$ cat config.mk
export PLATFORM = sky130hd
export DESIGN_NAME = e203_eai_csr_req_ctrl
export DESIGN_NICKNAME = d
export VERILOG_FILES = /design/src/rtl/e203_eai_csr_req_ctrl.sv
export SDC_FILE = /design/constraint.sdc
export NUM_CORES = 1
export LEC_CHECK = 0
export CAP_MARGIN = 30
export CORE_MARGIN = 2
export CORE_UTILIZATION = 35
export CTS_CLUSTER_SIZE = 30
export DETAILED_ROUTE_END_ITERATION = 12
export PLACE_DENSITY_LB_ADDON = 0.25
export SKIP_CTS_REPAIR_TIMING = 1
export SYNTH_ARGS = -nofsm -noshare
export SYNTH_HDL_FRONTEND = slang
export SYNTH_SLANG_ARGS = --single-unit
$ cat constraint.sdc
create_clock -name clk -period 1.1 [get_ports clk]
set_input_delay 0.22 -clock clk [delete_from_list [all_inputs] [get_ports clk]]
set_output_delay 0.22 -clock clk [all_outputs]
set_load 0.005 [all_outputs]
$ cat src/rtl/e203_eai_csr_req_ctrl.sv
`default_nettype none
// ============================================================================
// Module   : e203_eai_csr_req_ctrl
// Purpose  : Single-outstanding request controller for the extended-CSR port,
//            with an optional abort watchdog (E203_EAI_CSR_TIMEOUT_EN).
// Revision : 1.0 - initial release
// ============================================================================
module e203_eai_csr_req_ctrl #(
    parameter int TIMEOUT_CYC = 64
) (
    input  logic        clk,
    input  logic        rst_n,

    input  logic        csr_req_valid,
    output logic        csr_req_ready,
    input  logic [11:0] csr_req_addr,
    input  logic        csr_req_wr,
    input  logic [31:0] csr_req_wdata,

    output logic        csr_rsp_valid,
    input  logic        csr_rsp_ready,
    output logic [31:0] csr_rsp_rdata,
    output logic        csr_rsp_err,

    output logic        eai_csr_valid,
    input  logic        eai_csr_ready,
    output logic [31:0] eai_csr_addr,
    output logic        eai_csr_wr,
    output logic [31:0] eai_csr_wdata,
    input  logic [31:0] eai_csr_rdata
);

    typedef enum logic [1:0] {
        ST_IDLE = 2'd0,
        ST_REQ  = 2'd1,
        ST_RSP  = 2'd2
    } state_t;

    localparam logic [7:0] c_TO_LAST = 8'(TIMEOUT_CYC - 1);

    state_t      r_state;
    state_t      w_state_nxt;
    logic [11:0] r_addr;
    logic        r_wr;
    logic [31:0] r_wdata;
    logic [31:0] r_rdata;
    logic        w_accept;
    logic        w_hit;
    logic        w_expire;

    assign w_accept = csr_req_valid & (r_state == ST_IDLE);
    assign w_hit    = eai_csr_ready & (r_state == ST_REQ);

`ifdef E203_EAI_CSR_TIMEOUT_EN
    logic [7:0] r_cnt;
    logic       r_err;

    // Ready in the expiry cycle takes priority, so expiry requires ~ready.
    assign w_expire = (r_state == ST_REQ) & ~eai_csr_ready & (r_cnt == c_TO_LAST);

    always_ff @(posedge clk) begin
        if (!rst_n) begin
            r_cnt <= 8'd0;
            r_err <= 1'b0;
        end else begin
            if (w_accept) begin
                r_cnt <= 8'd0;
            end else if ((r_state == ST_REQ) && !eai_csr_ready) begin
                r_cnt <= r_cnt + 8'd1;
            end
            if (w_hit) begin
                r_err <= 1'b0;
            end else if (w_expire) begin
                r_err <= 1'b1;
            end
        end
    end

    assign csr_rsp_err = r_err;
`else
    logic w_unused_cfg;

    assign w_unused_cfg = ^c_TO_LAST;
    assign w_expire     = 1'b0;
    assign csr_rsp_err  = 1'b0;
`endif

    always_comb begin
        w_state_nxt = r_state;
        case (r_state)
            ST_IDLE: if (csr_req_valid)            w_state_nxt = ST_REQ;
            ST_REQ:  if (eai_csr_ready || w_expire) w_state_nxt = ST_RSP;
            ST_RSP:  if (csr_rsp_ready)            w_state_nxt = ST_IDLE;
            default:                               w_state_nxt = ST_IDLE;
        endcase
    end

    always_ff @(posedge clk) begin
        if (!rst_n) begin
            r_state <= ST_IDLE;
            r_addr  <= 12'd0;
            r_wr    <= 1'b0;
            r_wdata <= 32'd0;
            r_rdata <= 32'd0;
        end else begin
            r_state <= w_state_nxt;
            if (w_accept) begin
                r_addr  <= csr_req_addr;
                r_wr    <= csr_req_wr;
                r_wdata <= csr_req_wdata;
            end
            // Writes capture the target's read-back value as well.
            if (w_hit) begin
                r_rdata <= eai_csr_rdata;
            end else if (w_expire) begin
                r_rdata <= 32'd0;
            end
        end
    end

    assign csr_req_ready = (r_state == ST_IDLE);
    assign eai_csr_valid = (r_state == ST_REQ);
    assign csr_rsp_valid = (r_state == ST_RSP);
    assign eai_csr_addr  = {20'd0, r_addr};
    assign eai_csr_wr    = r_wr;
    assign eai_csr_wdata = r_wdata;
    assign csr_rsp_rdata = r_rdata;

endmodule
`default_nettype wire

==> results of run 1 <==
## placed cells by master, fill, tap and decap left out, drive strengths merged, types with 2 or more instances in the layout
cell type        n
buf             17
bufinv           2
clkbuf          14
clkdlybuf4s50   80
clkinv           2
conb            21
dfxtp           79
dlymetal6s2s    77
mux2i           77
nand2          154
nand2b           3
nor3b            2
## power groups by stage
stage / clock network (W) / registers [W] / logic [W]
2_1_floorplan: 0 / 0.00320 / 0.000548
3_3_place_gp: 0 / 0.00319 / 0.00120
3_5_place_dp: 0 / 0.00319 / 0.00122
4_1_cts: 0.00239 / 0.00313 / 0.00122
5_1_grt: 0.00251 / 0.00315 / 0.00134
6_report: 0.00233 / 0.00313 / 0.00123
## metal layers
metal	global-route usage, %	vias up
li1	-	1453
met1	18.89	1292
met2	24.04	118
met3	5.198	10
met4	5.231	0
met5	0	-
## area by class of cell
| type | count | share of cell area, % |
|---|---|---|
| Clock inverter | 4 | 1.269 |
| Clock buffer | 11 | 2.561 |
| Tap cell | 129 | 2.924 |
| Sequential cell | 79 | 29.31 |
| Timing Repair Buffer | 177 | 36.49 |
| Multi-Input combinational cell | 263 | 27.45 |
## through the flow
stage	std cells	hold slack (ns)	total power, W	utilization (%)
floorplan	389	0.3615	0.003748	-
global route	663	0.3785	0.006999	59.46
global placement	642	0.4410	0.004391	53.77
detailed placement	642	0.4452	0.004411	53.77
CTS	657	0.3513	0.006748	56.05
finish	663	0.3648	0.006691	59.46
## cell families (layout without fill, tap and decap cells)
kind of cell | count (synthesis) | count (layout) | share of synthesized area [%]
compound gates | 2 | 2 | 0.3722
buf+inv | 47 | 192 | 10.39
flops | 79 | 79 | 47.06
mux | 77 | 77 | 22.93
other cells | 1 | 21 | 0.1116
simple gates | 163 | 163 | 19.14
## registers in the layout, indices dropped and copies added, names as in the netlist
| register | count |
|---|---|
| csr_rsp_rdata | 32 |
| eai_csr_wdata | 32 |
| eai_csr_wr | 1 |
| r_addr | 12 |
| r_state | 2 |
## worst max-delay path by stage
stage / startpoint / end / slack (ns) / depth (start not counted)
after global placement: csr_req_valid / r_addr[11] / -0.45 / 4
after CTS: r_state[1] / csr_rsp_valid / -0.53 / 2
final: r_state[0] / eai_csr_wdata[23] / -0.14 / 5
after global routing: r_state[0] / eai_csr_wdata[15] / -0.19 / 5
after detailed placement: csr_req_valid / eai_csr_wdata[23] / -0.46 / 4
after floorplan: r_state[1] / r_state[1] / 0.01 / 4
## critical path, cell delays in order (launching register included)
cell       delay, ns
dfxtp_4         0.37
nor3b_4         0.20
buf_6           0.16
buf_4           0.12
clkbuf_16       0.14
mux2i_1         0.18
==> impl_metrics.csv, run 1 <==
group,metric,value,unit
pwr,switching_power,0.001562,W
finish,antenna-diode-count,0,
place,pre_cts_ws,-0.4636,ns
critical_path,crit_fanout,7,
synthesis,ys.warnings.count,0,
pwr,power_density,1212,mW/mm2
timing,finalHoldViolCount,0,
route,dr_wl_met2,3803,um
route,avgRoutedWirePerCell,12.68,um
timing,setup_violations,70,
route,drcViolationCount,0,
worst_hold_path,worstHoldStart,"rst_n",
route,wl_met3,770,um
global_routing,gr-total-overflow,0,
pwr,intPower,0.005129,W
finish,drive_gt1_share,11.61,%
status,outcome,"complete, but fails checks",
timing,worst_slack,-0.1433,ns
die,die_h,102.0,um
route,dr.first_iter.drc_count,69,
worst_hold_path,hold_class,"input pin to flip-flop",
route,ant_nets,0,
clock_network,clock_latency,0.33,ns
finish,area_growth,64.26,%
run,maxCapViolCount,0,
route,drt_wl_total,8409,um
timing,setup_tns,-4.848,ns
clock_network,tritoncts,"done",
critical_path,rr_startpoint,"r_state[0]",
clock_network,cts_made_buffers,9,
die,start_util,36.20,%
route,via_count,2873,
critical_path,r2r-end,"eai_csr_wdata[23]",
synthesis,synth_area_per_cell,9.108,um2
clock_network,root_buffer,"clkbuf_8",
finish,ff_latch_area,0.001618,mm2
critical_path,required,1.36,ns
synthesis,syn-cell-area,0.003361,mm2
critical_path,critical_path_class,"flip-flop to flip-flop",
place,port_buffers,161,
critical_path,r2r_cells,5,
global_routing,antenna_found_initial,0,
route,drt_first_pass_iters,4,
global_routing,grt_pass1_wl,12490,um
synthesis,ys_ff_latch,79,
pwr,swShare,23.35,%
critical_path,startpoint_type,"flip-flop",
global_routing,grt_max_degree,63,
synthesis,synth_top_area_share,47.06,%
pwr,ir_worst_vdd,0.6986,mV
synthesis,seq_area_frac_synth,47.06,%
synthesis,ys_async_sr_fraction,0,%
critical_path,r2r_slack,-0.14,ns
clock_network,clock-sinks,79,
finish,multi_input_area,0.001515,mm2
pwr,p_clk_share,34.8,%
clock_network,path_clk_slew,0.08,ns
finish,nNetsFinal,612,
worst_hold_path,min_path_cells,3,
pwr,pwr-share-seq,46.8,%
timing,grt_setup_unrepaired,"yes",
synthesis,synthMostInstantiatedCell,"nand2_1",
die,dieArea,0.01040,mm2
global_routing,grt_pass1_vias,2706,
die,die_w,102.0,um
synthesis,synth_cell_type_count,18,
synthesis,yosys.area.top_type,"dfxtp_1",
place,placed_area,0.004992,mm2
place,place_congestion,0.6980,
finish,fillCellCount,821,
clock_network,clk_path_buf_depth,2,
worst_hold_path,worstHoldEndpoint,"r_state[1]",
die,ioPinCount,183,
route,viasPerCell,4.333,
pwr,p_comb_share,18.4,%
clock_network,htreeDepth,3,
synthesis,synth_area_leaders,"dfxtp_1 47%, mux2i_1 23%, nand2_1 17%",
timing,slew_violations,0,
critical_path,cp.arrival,1.50,ns
place,hpwl,5712,um
finish,final_area,0.005520,mm2
global_routing,grt_usage,15.01,%
timing,fmax,804.3,MHz
synthesis,ys.flop_type,"dfxtp_1",
pwr,leakagePower,3.429,nW
timing,period_needed,1.243,ns
synthesis,synth_edf_count,0,
synthesis,synthTopCellsByCount,"154 x nand2_1, 79 x dfxtp_1, 77 x mux2i_1, 22 x buf_4, 14 x clkbuf_1",
timing,fin_crit_sh,113.0,%
status,violations,"negative setup slack",
route,drt-met1-wl,3733,um
route,dr.max_layer_used,"met4",
die,rows,35,
synthesis,postSynthCellCount,369,
die,core,0.009284,mm2
critical_path,endpoint_kind,"flip-flop",
timing,skew,0.007961,ns
(Power assumes the default switching activity.)
==> run 2: changes to the inputs <==
Settings changed: CORE_ASPECT_RATIO set to 0.75, SKIP_LAST_GASP set to 1.
==> run 2 against run 1 <==
The run still ends with negative setup slack left. Flip-flop and latch count is the same. Die area about the same. Worst hold slack better by 0.017 ns. Critical path depth stayed put. Cell area grew 4.9%. Combinational power increased by 6%. Total power is 17% higher. Non-clock buffer count is 12 higher. First-iteration DRC count rose by 86%. Critical path type unchanged. Highest routed layer unchanged.
==> impl_metrics.csv, run 2 (same netlist as run 1, synthesis figures left out) <==
group,metric,value,unit
die,core,0.009196,mm2
place,placed_area,0.005101,mm2
finish,area_growth,72.23,%
timing,fin_crit_sh,121.8,%
route,avgRoutedWirePerCell,13.40,um
worst_hold_path,hold_class,"input pin to flip-flop",
finish,final_area,0.005788,mm2
route,drt_first_pass_iters,4,
critical_path,worstSetupStartpoint,"r_state[1]",
clock_network,root_buffer,"clkbuf_16",
clock_network,clock-sinks,79,
finish,fillCellCount,778,
timing,worst_slack,-0.2398,ns
critical_path,crit_fanout,13,
finish,ff_latch_area,0.001594,mm2
finish,final_util,62.94,%
global_routing,grt_pass1_wl,13120,um
finish,multi_input_area,0.001519,mm2
global_routing,antenna_found_initial,0,
die,dieArea,0.01041,mm2
clock_network,htreeDepth,3,
clock_network,clock_latency,0.33,ns
critical_path,required,1.35,ns
die,rows,30,
timing,finalHoldViolCount,0,
critical_path,r2r_cells,5,
global_routing,gr-total-overflow,0,
timing,fmax,746.4,MHz
critical_path,r2r-end,"eai_csr_wdata[30]",
global_routing,grt_usage,16.15,%
critical_path,startpoint_type,"flip-flop",
route,ant_nets,0,
finish,layout_commonest_cell,"nand2_1",
global_routing,grt_pass1_vias,2781,
place,place_congestion,0.7117,
critical_path,cp.arrival,1.59,ns
critical_path,rr_startpoint,"r_state[1]",
route,drt_wl_total,9032,um
die,ioPinCount,183,
clock_network,tritoncts,"done",
finish,nNetsFinal,624,
timing,skew,0.009370,ns
route,drcViolationCount,0,
route,viasPerCell,4.312,
place,port_buffers,161,
finish,final_cell_mix,"154 x nand2_1, 80 x clkdlybuf4s50_1, 79 x dlymetal6s2s_1, 76 x mux2i_1, 73 x dfxtp_1",
route,dr.first_iter.drc_count,128,
pwr,ir_worst_vdd,0.9103,mV
timing,period_needed,1.340,ns
place,hpwl,6179,um
critical_path,critPathCapture,"eai_csr_wdata[30]",
clock_network,path_clk_slew,0.06,ns
die,start_util,36.54,%
place,pre_cts_ws,-0.4900,ns
die,die_w,117.2,um
run,maxCapViolCount,0,
clock_network,clk_path_buf_depth,2,
global_routing,grt_max_degree,43,
die,die_h,88.86,um
status,outcome,"complete, but fails checks",
status,violations,"negative setup slack",
critical_path,r2r_slack,-0.24,ns
pwr,leakagePower,3.579,nW
critical_path,endpoint_kind,"flip-flop",
pwr,power_density,1350,mW/mm2
finish,drive_gt1_share,9.890,%
pwr,total_power,0.007816,W
critical_path,critical_path_class,"flip-flop to flip-flop",
timing,setup_violations,74,
clock_network,cts_made_buffers,9,
route,via_count,2906,
finish,antenna-diode-count,0,
timing,slew_violations,0,
timing,grt_setup_unrepaired,"yes",
[run 2: cell count changes in the layout (fill, tap and decap cells not counted), moves of 2 or more]
cell,delta
clkbuf_16,+9
dlymetal6s2s_1,+2
buf_12,+6
clkinv_2,-2
dfxtp_1,+19
buf_6,-2
clkbuf_8,-10
buf_4,+9
buf_2,-2
dfxtp_2,-19
[run 2: final cells by class]
class                      instances  area share, %
timing repair buffer             189          37.66
sequential                        79          27.54
multi-input combinational        263          26.24
clock buffer                      10          3.956
tap                              128          2.767
clock inverter                     5          1.837
[run 2: through the flow]
stage	hold WS (ns)	setup TNS, ns	std cells
floorplan	0.3615	0	389
global placement	0.4407	-27.41	649
detailed placement	0.4457	-29.18	649
CTS	0.3771	-30.57	664
global route	0.4048	-14.34	674
finish	0.3822	-10.28	674
[run 2: metal layers]
layer | global-route usage (%) | vias up | wire, um
met5 | 0 | - | 0
met4 | 6.952 | 0 | 252
met3 | 5.548 | 16 | 670
met2 | 26.49 | 104 | 4219
met1 | 19.38 | 1302 | 3889
li1 | - | 1484 | -
[run 2: worst min-delay path by stage]
stage	from	to	slack (ns)	cells past startpoint
3_3_place_gp	csr_rsp_rdata[29]	csr_rsp_rdata[29]	0.44	2
6_report	rst_n	eai_csr_wdata[8]	0.38	4
2_1_floorplan	csr_req_valid	r_state[0]	0.36	2
5_1_grt	rst_n	csr_rsp_rdata[26]	0.40	4
3_5_place_dp	csr_rsp_rdata[30]	csr_rsp_rdata[30]	0.45	2
4_1_cts	rst_n	eai_csr_wdata[8]	0.38	4
[run 2: power by group]
| group | internal [W] | total (W) | switching [W] |
|---|---|---|---|
| logic | 0.000824 | 0.00130 | 0.000478 |
| registers | 0.00304 | 0.00313 | 0.0000908 |
| clock network | 0.00221 | 0.00339 | 0.00117 |
[run 2: worst max-delay path, cell delays in order, from the launching register on]
cell	delay [ns]
dfxtp_4	0.35
buf_4	0.14
nor3b_4	0.22
buf_12	0.18
buf_4	0.17
mux2i_1	0.21
==> run 3: changes to the inputs <==
Settings changed: CAP_MARGIN 30 to unset.
==> results of run 3 <==
Final layout, timing and power as in run 2 (identical DEF).
